**src/rtl/branch_flush_ctrl_if.sv**
```systemverilog
// Branch/flush control bundle between ID/EX registers and PC/IF-ID control.
// The master drives the ID/EX side inputs; the slave is the flush controller.
interface branch_flush_ctrl_if #(
    parameter int CNT_W = 16
);
    logic             id_valid;
    logic [4:0]       id_opCode;
    logic             ex_setsFlags;
    logic             flag_we;
    logic             C_new;
    logic             Z_new;
    logic             stall;
    logic             pc_src;
    logic             flush;
    logic             C_out;
    logic             Z_out;
    logic [CNT_W-1:0] br_taken_cnt;
    logic [CNT_W-1:0] stall_cnt;

    modport master (
        output id_valid, id_opCode, ex_setsFlags,
        output flag_we, C_new, Z_new,
        input  stall, pc_src, flush, C_out, Z_out,
        input  br_taken_cnt, stall_cnt
    );

    modport slave (
        input  id_valid, id_opCode, ex_setsFlags,
        input  flag_we, C_new, Z_new,
        output stall, pc_src, flush, C_out, Z_out,
        output br_taken_cnt, stall_cnt
    );
endinterface

```
**src/rtl/branch_flush_ctrl.sv**
```systemverilog
// Resolves conditional branches in ID against the C/Z flags, stalling one
// cycle on a flag hazard and flushing IF/ID for FLUSH_CYCLES on a taken branch.
module branch_flush_ctrl #(
    parameter int FLUSH_CYCLES = 1,
    parameter int CNT_W        = 16
) (
    input  logic                clk,
    input  logic                rst,
    branch_flush_ctrl_if.slave  ctrl
);
    typedef enum logic [1:0] {RUN, STALL, FLUSH} state_t;

    state_t           state;
    logic [3:0]       flushCnt;
    logic             cFlag;
    logic             zFlag;
    logic [CNT_W-1:0] brCnt;
    logic [CNT_W-1:0] stallCnt;

    logic isBr;
    logic cond;
    logic taken;
    logic stallD;
    logic pcSrcD;
    logic flushD;

    always_comb begin
        isBr = ctrl.id_valid && (ctrl.id_opCode[4:2] == 3'b101);
        cond = 1'b0;
        unique case (ctrl.id_opCode[1:0])
            2'b00:   cond = zFlag;
            2'b01:   cond = !zFlag;
            2'b10:   cond = cFlag;
            default: cond = !cFlag;
        endcase
        taken = isBr && cond;
    end

    // Outputs are Mealy and forced low while reset is held.
    always_comb begin
        stallD = 1'b0;
        pcSrcD = 1'b0;
        flushD = 1'b0;
        if (!rst) begin
            unique case (state)
                RUN: begin
                    if (isBr && ctrl.ex_setsFlags) begin
                        stallD = 1'b1;
                    end else if (taken) begin
                        pcSrcD = 1'b1;
                        flushD = 1'b1;
                    end
                end
                STALL: begin
                    if (taken) begin
                        pcSrcD = 1'b1;
                        flushD = 1'b1;
                    end
                end
                FLUSH: flushD = 1'b1;
                default: ;
            endcase
        end
    end

    always_ff @(posedge clk) begin
        if (rst) begin
            state    <= RUN;
            flushCnt <= 4'd0;
            cFlag    <= 1'b0;
            zFlag    <= 1'b0;
            brCnt    <= '0;
            stallCnt <= '0;
        end else begin
            if (ctrl.flag_we) begin
                cFlag <= ctrl.C_new;
                zFlag <= ctrl.Z_new;
            end
            if (stallD && (stallCnt != '1)) stallCnt <= stallCnt + 1'b1;
            if (pcSrcD && (brCnt != '1)) brCnt <= brCnt + 1'b1;
            unique case (state)
                RUN, STALL: begin
                    if (stallD) begin
                        state <= STALL;
                    end else if (pcSrcD) begin
                        state    <= (FLUSH_CYCLES > 1) ? FLUSH : RUN;
                        flushCnt <= 4'(FLUSH_CYCLES - 1);
                    end else begin
                        state <= RUN;
                    end
                end
                FLUSH: begin
                    if (flushCnt <= 4'd1) state <= RUN;
                    else flushCnt <= flushCnt - 4'd1;
                end
                default: state <= RUN;
            endcase
        end
    end

    assign ctrl.stall        = stallD;
    assign ctrl.pc_src       = pcSrcD;
    assign ctrl.flush        = flushD;
    assign ctrl.C_out        = cFlag;
    assign ctrl.Z_out        = zFlag;
    assign ctrl.br_taken_cnt = brCnt;
    assign ctrl.stall_cnt    = stallCnt;
endmodule
```
**src/flat_wrapper.sv**
```systemverilog
// flat-port wrapper written by rule: the top's interface ports become plain ports
module branch_flush_ctrl_flat 
#(
    parameter int FLUSH_CYCLES = 1,
    parameter int CNT_W        = 16
)
  (clk, rst, ctrl_id_valid, ctrl_id_opCode, ctrl_ex_setsFlags, ctrl_flag_we, ctrl_C_new, ctrl_Z_new, ctrl_stall, ctrl_pc_src, ctrl_flush, ctrl_C_out, ctrl_Z_out, ctrl_br_taken_cnt, ctrl_stall_cnt);
  branch_flush_ctrl_if #(.CNT_W(CNT_W)) ctrl_i ();
  input  logic clk;
  input  logic rst;
  input wire logic [$bits(ctrl_i.id_valid)-1:0] ctrl_id_valid;
  input wire logic [$bits(ctrl_i.id_opCode)-1:0] ctrl_id_opCode;
  input wire logic [$bits(ctrl_i.ex_setsFlags)-1:0] ctrl_ex_setsFlags;
  input wire logic [$bits(ctrl_i.flag_we)-1:0] ctrl_flag_we;
  input wire logic [$bits(ctrl_i.C_new)-1:0] ctrl_C_new;
  input wire logic [$bits(ctrl_i.Z_new)-1:0] ctrl_Z_new;
  output wire logic [$bits(ctrl_i.stall)-1:0] ctrl_stall;
  output wire logic [$bits(ctrl_i.pc_src)-1:0] ctrl_pc_src;
  output wire logic [$bits(ctrl_i.flush)-1:0] ctrl_flush;
  output wire logic [$bits(ctrl_i.C_out)-1:0] ctrl_C_out;
  output wire logic [$bits(ctrl_i.Z_out)-1:0] ctrl_Z_out;
  output wire logic [$bits(ctrl_i.br_taken_cnt)-1:0] ctrl_br_taken_cnt;
  output wire logic [$bits(ctrl_i.stall_cnt)-1:0] ctrl_stall_cnt;
  assign ctrl_i.id_valid = ctrl_id_valid;
  assign ctrl_i.id_opCode = ctrl_id_opCode;
  assign ctrl_i.ex_setsFlags = ctrl_ex_setsFlags;
  assign ctrl_i.flag_we = ctrl_flag_we;
  assign ctrl_i.C_new = ctrl_C_new;
  assign ctrl_i.Z_new = ctrl_Z_new;
  assign ctrl_stall = ctrl_i.stall;
  assign ctrl_pc_src = ctrl_i.pc_src;
  assign ctrl_flush = ctrl_i.flush;
  assign ctrl_C_out = ctrl_i.C_out;
  assign ctrl_Z_out = ctrl_i.Z_out;
  assign ctrl_br_taken_cnt = ctrl_i.br_taken_cnt;
  assign ctrl_stall_cnt = ctrl_i.stall_cnt;
  branch_flush_ctrl #(.FLUSH_CYCLES(FLUSH_CYCLES), .CNT_W(CNT_W)) u_core (.clk(clk), .rst(rst), .ctrl(ctrl_i));
endmodule
```
**config.mk**
```make
export PLATFORM = sky130hd
export DESIGN_NAME = branch_flush_ctrl_flat
export DESIGN_NICKNAME = d
export VERILOG_FILES = /design/src/rtl/branch_flush_ctrl_if.sv /design/src/rtl/branch_flush_ctrl.sv /design/src/flat_wrapper.sv
export SDC_FILE = /design/constraint.sdc
export NUM_CORES = 1
export LEC_CHECK = 0
export CAP_MARGIN = 15
export CORE_ASPECT_RATIO = 1.25
export CORE_MARGIN = 5
export CORE_UTILIZATION = 48
export CTS_CLUSTER_DIAMETER = 80
export DETAILED_ROUTE_END_ITERATION = 8
export PLACE_DENSITY = 0.83
export SKIP_LAST_GASP = 1
export SLEW_MARGIN = 40
export SYNTH_ARGS = -nofsm -noshare
export SYNTH_HDL_FRONTEND = slang
export SYNTH_SLANG_ARGS = --single-unit
```
**constraint.sdc**
```tcl
create_clock -name clk -period 2.5 [get_ports clk]
set_input_delay 0.5 -clock clk [delete_from_list [all_inputs] [get_ports clk]]
set_output_delay 0.5 -clock clk [all_outputs]
set_load 0.005 [all_outputs]
```
==> impl_metrics.tcl, run 1 <==
set metrics [dict create \
    pwr-share-seq 0.574 \
    clock_skew_ns 0.00555 \
    yosys.area.top_type "dfxtp_1" \
    grt_pass1_vias 1652 \
    drive_above_1_share 0.0863 \
    htreeDepth 2 \
    critical_path_class "primary input to primary output" \
    grt_pass1_wl_mm 7.40 \
    start_util 0.506 \
    drt_wl_total_mm 4.24 \
    slew-limit-headroom 0.686 \
    design_area_um2 2400 \
    layout_common_cells "clkdlybuf4s50_1 (45), dfxtp_1 (35), nor2_1 (23)" \
    clock_latency_ns 0.28 \
    dpl.hpwl_mm 3.12 \
    rsz0062_at_grt "false" \
    p_per_area_nw_per_um2 408 \
    startpoint_type "primary input" \
    cts.sinks 35 \
    crit_slowest_cell "clkdlybuf4s50_1" \
    drc 0 \
    cpLargestDelayFamily "buffers and inverters" \
    dieArea_um2 5060 \
    routedWlPerCell_um 14.4 \
    numCtsBuffers 5 \
    mostFrequentLayoutCell "clkdlybuf4s50_1" \
    worstPathArrival_ns 1.89 \
    switchingPower_mw 0.206 \
    cts_root_buf "clkbuf_8" \
    leakagePower_nw 0.846 \
    endpoint_kind "primary output" \
    synth_edf_count 0 \
    utilization 0.678 \
    grt_max_degree 38 \
    cts_tree "yes" \
    synth_top_area_frac 0.391 \
    hp-class "flop to flop" \
    rr_worst_depth 7 \
    vdd_drop_max_mv 0.253 \
    clk_pin_slew_ns 0.07 \
    diodes 0 \
    hold_depth 2 \
    die_w_um 64.6 \
    num_rows 24 \
    avgSynthCellArea_um2 8.87 \
    placed_area_um2 2330 \
    io_pins 49 \
    swShare 0.210 \
    worstPathCellList "clkdlybuf4s50_1 > or3b_4 > buf_4 > nor2_2 > dlygate4sd2_1" \
    status "completed" \
    synth_area_leaders "dfxtp_1 (39%), xor2_1 (5.9%), nor2_1 (5.0%)" \
    drt_pass1_iterations 4 \
    antenna_found_initial 0 \
    setup_tns_ns 0 \
    syn_to_final_growth_pct 34.1 \
    min_period_ns 2.39 \
    synthCells 202 \
    comb_power_share 0.052 \
    ant_nets 0 \
    vias 1664 \
    syn-cell-area_um2 1790 \
    critPathMaxStageDelay_ns 0.43 \
    drv_cap 0 \
    synth_nets 216 \
    critPathRequiredTime_ns 2.00 \
    synth.distinct_cells 43 \
    fmax_mhz 418 \
    drt_iter0_drc 127 \
    grt_overflow 0 \
    io_buffers 48 \
    layout.nets 270 \
    crit_fanout 4 \
    finalMaxSlewViolations 0 \
    synth.ff_latch_count 35 \
    clockBufferDepth 2 \
    tightest_slew_ns 0.469 \
    synth_async_sr_flop_share 0 \
    fillers 308 \
    report.final.setup_viol 0 \
    p_int_mw 0.774 \
    groute.usage.overall 0.183 \
    via_per_inst 5.66 \
    yosys_warnings 0 \
    place.gp.congestion 0.784 \
    finalHoldViolCount 0 \
    ys.flop_type "dfxtp_1" \
    ys_seq_area_frac 0.391 \
    clkPwrFrac 0.374 \
    fp.dieH_um 78.3 \
    cp_num_buf_inv 3 \
    cp.depth 5 \
    min_period_over_period 0.958 \
    coreArea_um2 3540 \
]
[cell type report]
type,count,area (µm²),share of cell area
inverter,1,3.75,0.00156
timing repair buffer,56,537,0.223
sequential,35,701,0.292
clock buffer,6,72.6,0.0302
multi-input combinational,157,1040,0.433
tap,39,48.8,0.0203
[cell usage after synthesis, types with 2 or more instances]
cell	n
nand4b_1	2
dfxtp_1	35
nor4_1	2
xnor2_1	4
clkbuf_1	6
mux2_2	3
nand2_1	12
or3_1	2
nor3_1	5
o41ai_1	3
nor2b_1	4
or4b_1	2
ha_1	2
a21oi_1	12
o21ai_0	4
or4_1	5
and3_1	8
buf_4	2
o211ai_1	4
nand3_1	10
xor2_1	12
mux2i_1	4
and4_1	5
nand4_1	7
nor2_1	24
o31ai_1	5
nor4b_2	2
[final timing paths]
| check | startpoint | to | slack, ns |
|---|---|---|---|
| hold / removal | u_core.ctrl.br_taken_cnt[7]$_SDFFE_PP0P_ | u_core.ctrl.br_taken_cnt[7]$_SDFFE_PP0P_ | 0.50 |
| setup / recovery | rst | ctrl_stall | 0.11 |
| setup reg to reg | u_core.ctrl.br_taken_cnt[0]$_SDFFE_PP0P_ | u_core.ctrl.br_taken_cnt[7]$_SDFFE_PP0P_ | 0.54 |
| hold reg to reg | u_core.ctrl.br_taken_cnt[7]$_SDFFE_PP0P_ | u_core.ctrl.br_taken_cnt[7]$_SDFFE_PP0P_ | 0.50 |
[per-stage QoR]
stage | hold slack, ns | setup WS [ns] | cells | total power [mW]
floorplan | 0.471 | 0.235 | 202 | 0.596
global placement | 0.465 | -0.243 | 288 | 0.626
detailed placement | 0.478 | -0.276 | 288 | 0.626
CTS | 0.488 | 0.0891 | 294 | 0.997
global route | 0.509 | 0.0151 | 294 | 1.03
finish | 0.497 | 0.106 | 294 | 0.980
[power by group through the flow]
stage	Combinational, mW	Clock (mW)	Sequential, mW
finish	0.0514	0.366	0.562
global route	0.0556	0.408	0.562
CTS	0.0521	0.383	0.562
detailed placement	0.0518	0	0.574
global placement	0.0514	0	0.574
floorplan	0.0221	0	0.574
[registers in the layout (all words and copies together) (netlist names)]
name and cells:
u_core.ctrl.Z_out 1, u_core.ctrl.stall_cnt 16, u_core.ctrl.br_taken_cnt 16, u_core.state 1, u_core.ctrl.C_out 1
[worst reg2reg max path: stages, from the launching register on]
cell and delay [ns]:
dfxtp_1 0.35, ha_1 0.24, and3_1 0.23, nand3_1 0.14
nor2_1 0.14, buf_4 0.20, or4b_1 0.46, a21oi_1 0.14
[kinds of logic after synthesis]
kind of cell | Yosys count | share of synthesized area
xor gates and xnor gates | 16 | 0.0782
AOI/OAI and AO/OA | 32 | 0.118
and+or+nand+nor | 100 | 0.328
DFF | 35 | 0.391
adders and majority gates | 2 | 0.0140
buffers and inverters | 10 | 0.0293
muxes | 7 | 0.0412
[routing by layer]
layer,vias up,GRT usage,wire length (µm)
li1,849,-,-
met3,10,0.0486,198
met1,758,0.213,1850
met5,-,0,0
met2,47,0.306,2080
met4,0,0.0973,106
[repair_timing]
| action | 4_1_cts | 5_1_grt |
|---|---|---|
| buffers inserted | 0 | 0 |
| endpoints found under the setup margin | 3 | 0 |
| resized for setup | 4 | 0 |
| hold buffers | 0 | 0 |
(Power assumes the default switching activity.)
==> run 2, diff against run 1 <==
CORE_UTILIZATION = 50   (was 48)
CTS_BUF_LIST = sky130_fd_sc_hd__clkbuf_4   (was default)
PLACE_DENSITY = 0.86   (was 0.83)
==> run 2 against run 1 <==
Die area decreased by 3.4%. Sequential power is essentially flat. Non-clock buffer count unchanged. Critical path depth is the same. Critical endpoint unchanged. Utilization increased by 0.31 points. Design area fell by 1.2%. Global-route usage about the same. Clock skew grew 0.0050 ns. Clock power decreased by 23%.
==> impl_metrics.tcl, run 2 (synthesized netlist as in run 1, its figures left out) <==
set metrics [dict create \
    status "completed" \
    via_per_inst 5.76 \
    diodes 0 \
    drt_wl_total_mm 4.27 \
    cts.sinks 35 \
    cts_tree "yes" \
    grt_pass1_vias 1663 \
    clockBufferDepth 2 \
    finalNonFillerCells 294 \
    hp-class "flop to flop" \
    vdd_drop_max_mv 0.350 \
    routedWlPerCell_um 14.5 \
    crit_fanout 4 \
    grt_pass1_wl_mm 7.42 \
    drt_pass1_iterations 4 \
    postCtsHoldBufs 0 \
    dieArea_um2 4890 \
    p_per_area_nw_per_um2 378 \
    startpoint_type "primary input" \
    slew-limit-headroom 0.598 \
    coreArea_um2 3480 \
    grt_overflow 0 \
    fmax_mhz 420 \
    critPathRequiredTime_ns 2.00 \
    cts_root_buf "clkbuf_4" \
    grt_max_degree 38 \
    finalHoldViolCount 0 \
    min_period_over_period 0.953 \
    start_util 0.514 \
    syn_to_final_growth_pct 32.5 \
    vias 1694 \
    drv_cap 0 \
    clk_pin_slew_ns 0.10 \
    min_period_ns 2.38 \
    clock_latency_ns 0.33 \
    r2r_setup_slack_ns 0.47 \
    finalMaxSlewViolations 0 \
    fillers 311 \
    mostFrequentLayoutCell "clkdlybuf4s50_1" \
    antenna_found_initial 0 \
    fp.dieH_um 76.9 \
    critical_path_class "primary input to primary output" \
    io_pins 49 \
    hold_ws_ns 0.508 \
    place.gp.congestion 0.818 \
    endpoint_kind "primary output" \
    clock_skew_ns 0.0105 \
    worstPathArrival_ns 1.88 \
    tightest_slew_ns 0.600 \
    die_w_um 63.5 \
    drc 0 \
    layout.nets 270 \
    num_rows 24 \
    htreeDepth 2 \
    io_buffers 48 \
    report.final.setup_viol 0 \
    rsz0062_at_grt "false" \
    layout_common_cells "clkdlybuf4s50_1 (45), dfxtp_1 (35), nor2_1 (24)" \
    drt_iter0_drc 119 \
    numCtsBuffers 5 \
    dp_cells 288 \
    drive_above_1_share 0.0863 \
    groute.usage.overall 0.183 \
    ant_nets 0 \
    leakagePower_nw 0.836 \
    dpl.hpwl_mm 3.12 \
]
-- run 2: cell type report --
type / count / area [µm²] / share of cell area
Clock buffer: 6 / 45.0 / 0.0190
Inverter: 1 / 3.75 / 0.00158
Multi-Input combinational cell: 157 / 1040 / 0.438
Sequential cell: 35 / 701 / 0.295
Tap cell: 39 / 48.8 / 0.0206
Timing Repair Buffer: 56 / 537 / 0.226
-- run 2: path summary, 6_finish.rpt --
path	start	to	cells past startpoint
max	ctrl_id_opCode[2]	ctrl_stall	5
min reg2reg	u_core.ctrl.br_taken_cnt[7]$_SDFFE_PP0P_	u_core.ctrl.br_taken_cnt[7]$_SDFFE_PP0P_	2
max reg2reg	u_core.ctrl.br_taken_cnt[0]$_SDFFE_PP0P_	u_core.ctrl.br_taken_cnt[3]$_SDFFE_PP0P_	7
min	u_core.ctrl.br_taken_cnt[7]$_SDFFE_PP0P_	u_core.ctrl.br_taken_cnt[7]$_SDFFE_PP0P_	2
-- run 2: critical path, stage by stage --
cell and delay [ns]:
clkdlybuf4s50_1 0.44, or3b_4 0.40, buf_4 0.16, nor2_1 0.13
dlygate4sd2_1 0.26
-- run 2: where the power goes --
group	internal, mW	switching (mW)	leakage [nW]
logic	0.0286	0.0232	0.526
registers	0.560	0.00193	0.282
clock network	0.111	0.172	0.0276
-- run 2: layer usage --
| metal | track usage | wire, µm |
|---|---|---|
| met2 | 0.311 | 2170 |
| met4 | 0.0603 | 55 |
| met3 | 0.0541 | 211 |
| met1 | 0.216 | 1830 |
| met5 | 0 | 0 |
-- run 2: what timing repair did --
action,4_1_cts,5_1_grt
setup endpoints to repair,3,0
endpoints found under the hold margin,0,0
resized for setup,3,0
buffers inserted,0,0
-- run 2: stage by stage --
stage	power [mW]	util	setup slack [ns]	area (µm²)	setup TNS, ns
after CTS	0.907	0.681	0.101	2370	0
final	0.896	0.681	0.118	2370	0
after detailed placement	0.627	0.670	-0.243	2330	-1.60
after global placement	0.626	0.670	-0.228	2330	-1.29
after global routing	0.940	0.681	0.0365	2370	0
after floorplan	0.596	-	0.235	1790	0
==> run 3, diff against run 2 <==
CORE_UTILIZATION = 25   (was 50)
PLACE_DENSITY = 0.52   (was 0.86)
TNS_END_PERCENT = 10   (was default)
clock period = 2.1 ns   (was 2.5 ns; I/O delays follow)
==> run 3 against run 2 <==
Design area is 14% higher. Via count is 4.1% higher. Hold slack worse by 0.0073 ns. Total power is 21% higher. Utilization is 29 points lower. Worst setup slack better by 0.0094 ns. Critical path depth is 3 higher. Clock skew is 0.0032 ns lower. Clock power is 20% higher. First-iteration DRC count is 71% lower.
==> impl_metrics.tcl, run 3 (synthesized netlist as in run 1, its figures left out) <==
set metrics [dict create \
    comb_power_share 0.066 \
    status "completed" \
    p_per_area_nw_per_um2 399 \
    finalHoldViolCount 0 \
    via_per_inst 4.90 \
    cts.sinks 35 \
    htreeDepth 2 \
    grt_max_degree 38 \
    startpoint_type "primary input" \
    worstPathArrival_ns 2.20 \
    drc 0 \
    dpl.hpwl_mm 3.35 \
    layout_common_cells "clkdlybuf4s50_1 (41), dfxtp_1 (35), nor2_1 (23), buf_4 (17)" \
    vdd_drop_max_mv 0.161 \
    slew-limit-headroom 0.711 \
    drive_above_1_share 0.215 \
    grt_overflow 0 \
    ant_nets 0 \
    min_period_ns 1.97 \
    layout.nets 284 \
    finalNonFillerCells 360 \
    min_period_over_period 0.939 \
    fillers 720 \
    swShare 0.238 \
    hp-class "flop to flop" \
    fp.dieH_um 105 \
    place.gp.congestion 0.743 \
    finalMaxSlewViolations 0 \
    cts_tree "yes" \
    clock_skew_ns 0.00739 \
    critPathRequiredTime_ns 2.32 \
    vias 1763 \
    io_pins 49 \
    switchingPower_mw 0.257 \
    num_rows 34 \
    crit_fanout 8 \
    drt_wl_total_mm 4.89 \
    fmax_mhz 507 \
    clockBufferDepth 2 \
    rsz0062_at_grt "false" \
    routedWlPerCell_um 13.6 \
    mostFrequentLayoutCell "clkdlybuf4s50_1" \
    pwr-share-seq 0.619 \
    seq_area_um2 701 \
    tightest_slew_ns 0.433 \
    cts_root_buf "clkbuf_4" \
    dp_cells 349 \
    clk_pin_slew_ns 0.11 \
    die_w_um 85.7 \
    endpoint_kind "flop" \
    p_int_mw 0.824 \
    grt_pass1_wl_mm 8.02 \
    antenna_found_initial 0 \
    drt_iter0_drc 34 \
    drt_pass1_iterations 4 \
    report.final.setup_viol 0 \
    dieArea_um2 8970 \
    coreArea_um2 6980 \
    grt_pass1_vias 1725 \
    numCtsBuffers 5 \
    diodes 0 \
    clkPwrFrac 0.316 \
    io_buffers 48 \
    syn_to_final_growth_pct 51.4 \
    setup_tns_ns 0 \
    start_util 0.257 \
    groute.usage.overall 0.110 \
    clock_latency_ns 0.32 \
    leakagePower_nw 0.967 \
    multi_input_area_um2 1160 \
    critical_path_class "primary input to flop" \
    drv_cap 0 \
]
-- run 3: worst paths after layout --
kind	start	to	slack, ns	depth (start not counted)
worst max-delay path	rst	u_core.ctrl.br_taken_cnt[10]$_SDFFE_PP0P_	0.13	8
worst min-delay path	u_core.ctrl.br_taken_cnt[7]$_SDFFE_PP0P_	u_core.ctrl.br_taken_cnt[7]$_SDFFE_PP0P_	0.50	2
worst max register to register	u_core.ctrl.br_taken_cnt[0]$_SDFFE_PP0P_	u_core.ctrl.br_taken_cnt[5]$_SDFFE_PP0P_	0.16	7
worst min register to register	u_core.ctrl.br_taken_cnt[7]$_SDFFE_PP0P_	u_core.ctrl.br_taken_cnt[7]$_SDFFE_PP0P_	0.50	2
-- run 3: area by class of cell --
cell class	instances	area share
clock buffers	5	0.0138
clock inverters	2	0.00323
inverters	1	0.00138
multi-input cells	157	0.429
flip-flops and latches	35	0.258
well taps	90	0.0415
repair buffers	70	0.252
-- run 3: routing by layer --
metal	vias up	GRT usage	wire length (µm)
met1	828	0.127	2080
met3	4	0.0315	236
met2	45	0.195	2540
met4	0	0.0305	34
met5	-	0	0
li1	886	-	-
-- run 3: per-stage QoR --
stage | hold WS (ns) | util | cell area [µm²] | setup WS (ns) | power, mW
after global routing | 0.540 | 0.389 | 2710 | 0.0541 | 1.14
final | 0.501 | 0.389 | 2710 | 0.128 | 1.08
after detailed placement | 0.490 | 0.354 | 2470 | -0.528 | 0.748
after CTS | 0.500 | 0.378 | 2640 | -0.0586 | 1.11
after floorplan | 0.471 | - | 1790 | 0.0291 | 0.710
after global placement | 0.488 | 0.354 | 2470 | -0.511 | 0.748
-- run 3: power groups by stage --
stage / registers [mW] / logic (mW) / clock network [mW]
final: 0.669 / 0.0711 / 0.341
after global routing: 0.670 / 0.0771 / 0.391
after CTS: 0.669 / 0.0680 / 0.370
after floorplan: 0.684 / 0.0263 / 0
after detailed placement: 0.684 / 0.0643 / 0
after global placement: 0.684 / 0.0640 / 0
-- run 3: worst max-delay path: stages --
cell and delay [ns]:
dlymetal6s2s_1 0.13, or3b_4 0.42, nor3_4 0.23, nand2_2 0.10, buf_6 0.15, buf_12 0.14, nor4_4 0.28, mux2_4 0.32
-- run 3: repair_timing --
action | 4_1_cts | 5_1_grt
gates cloned | 1 | 0
setup endpoints to repair | 14 | 18
hold buffers | 0 | 0
buffers inserted | 2 | 1
resized for setup | 29 | 19
pin swaps | 7 | 12
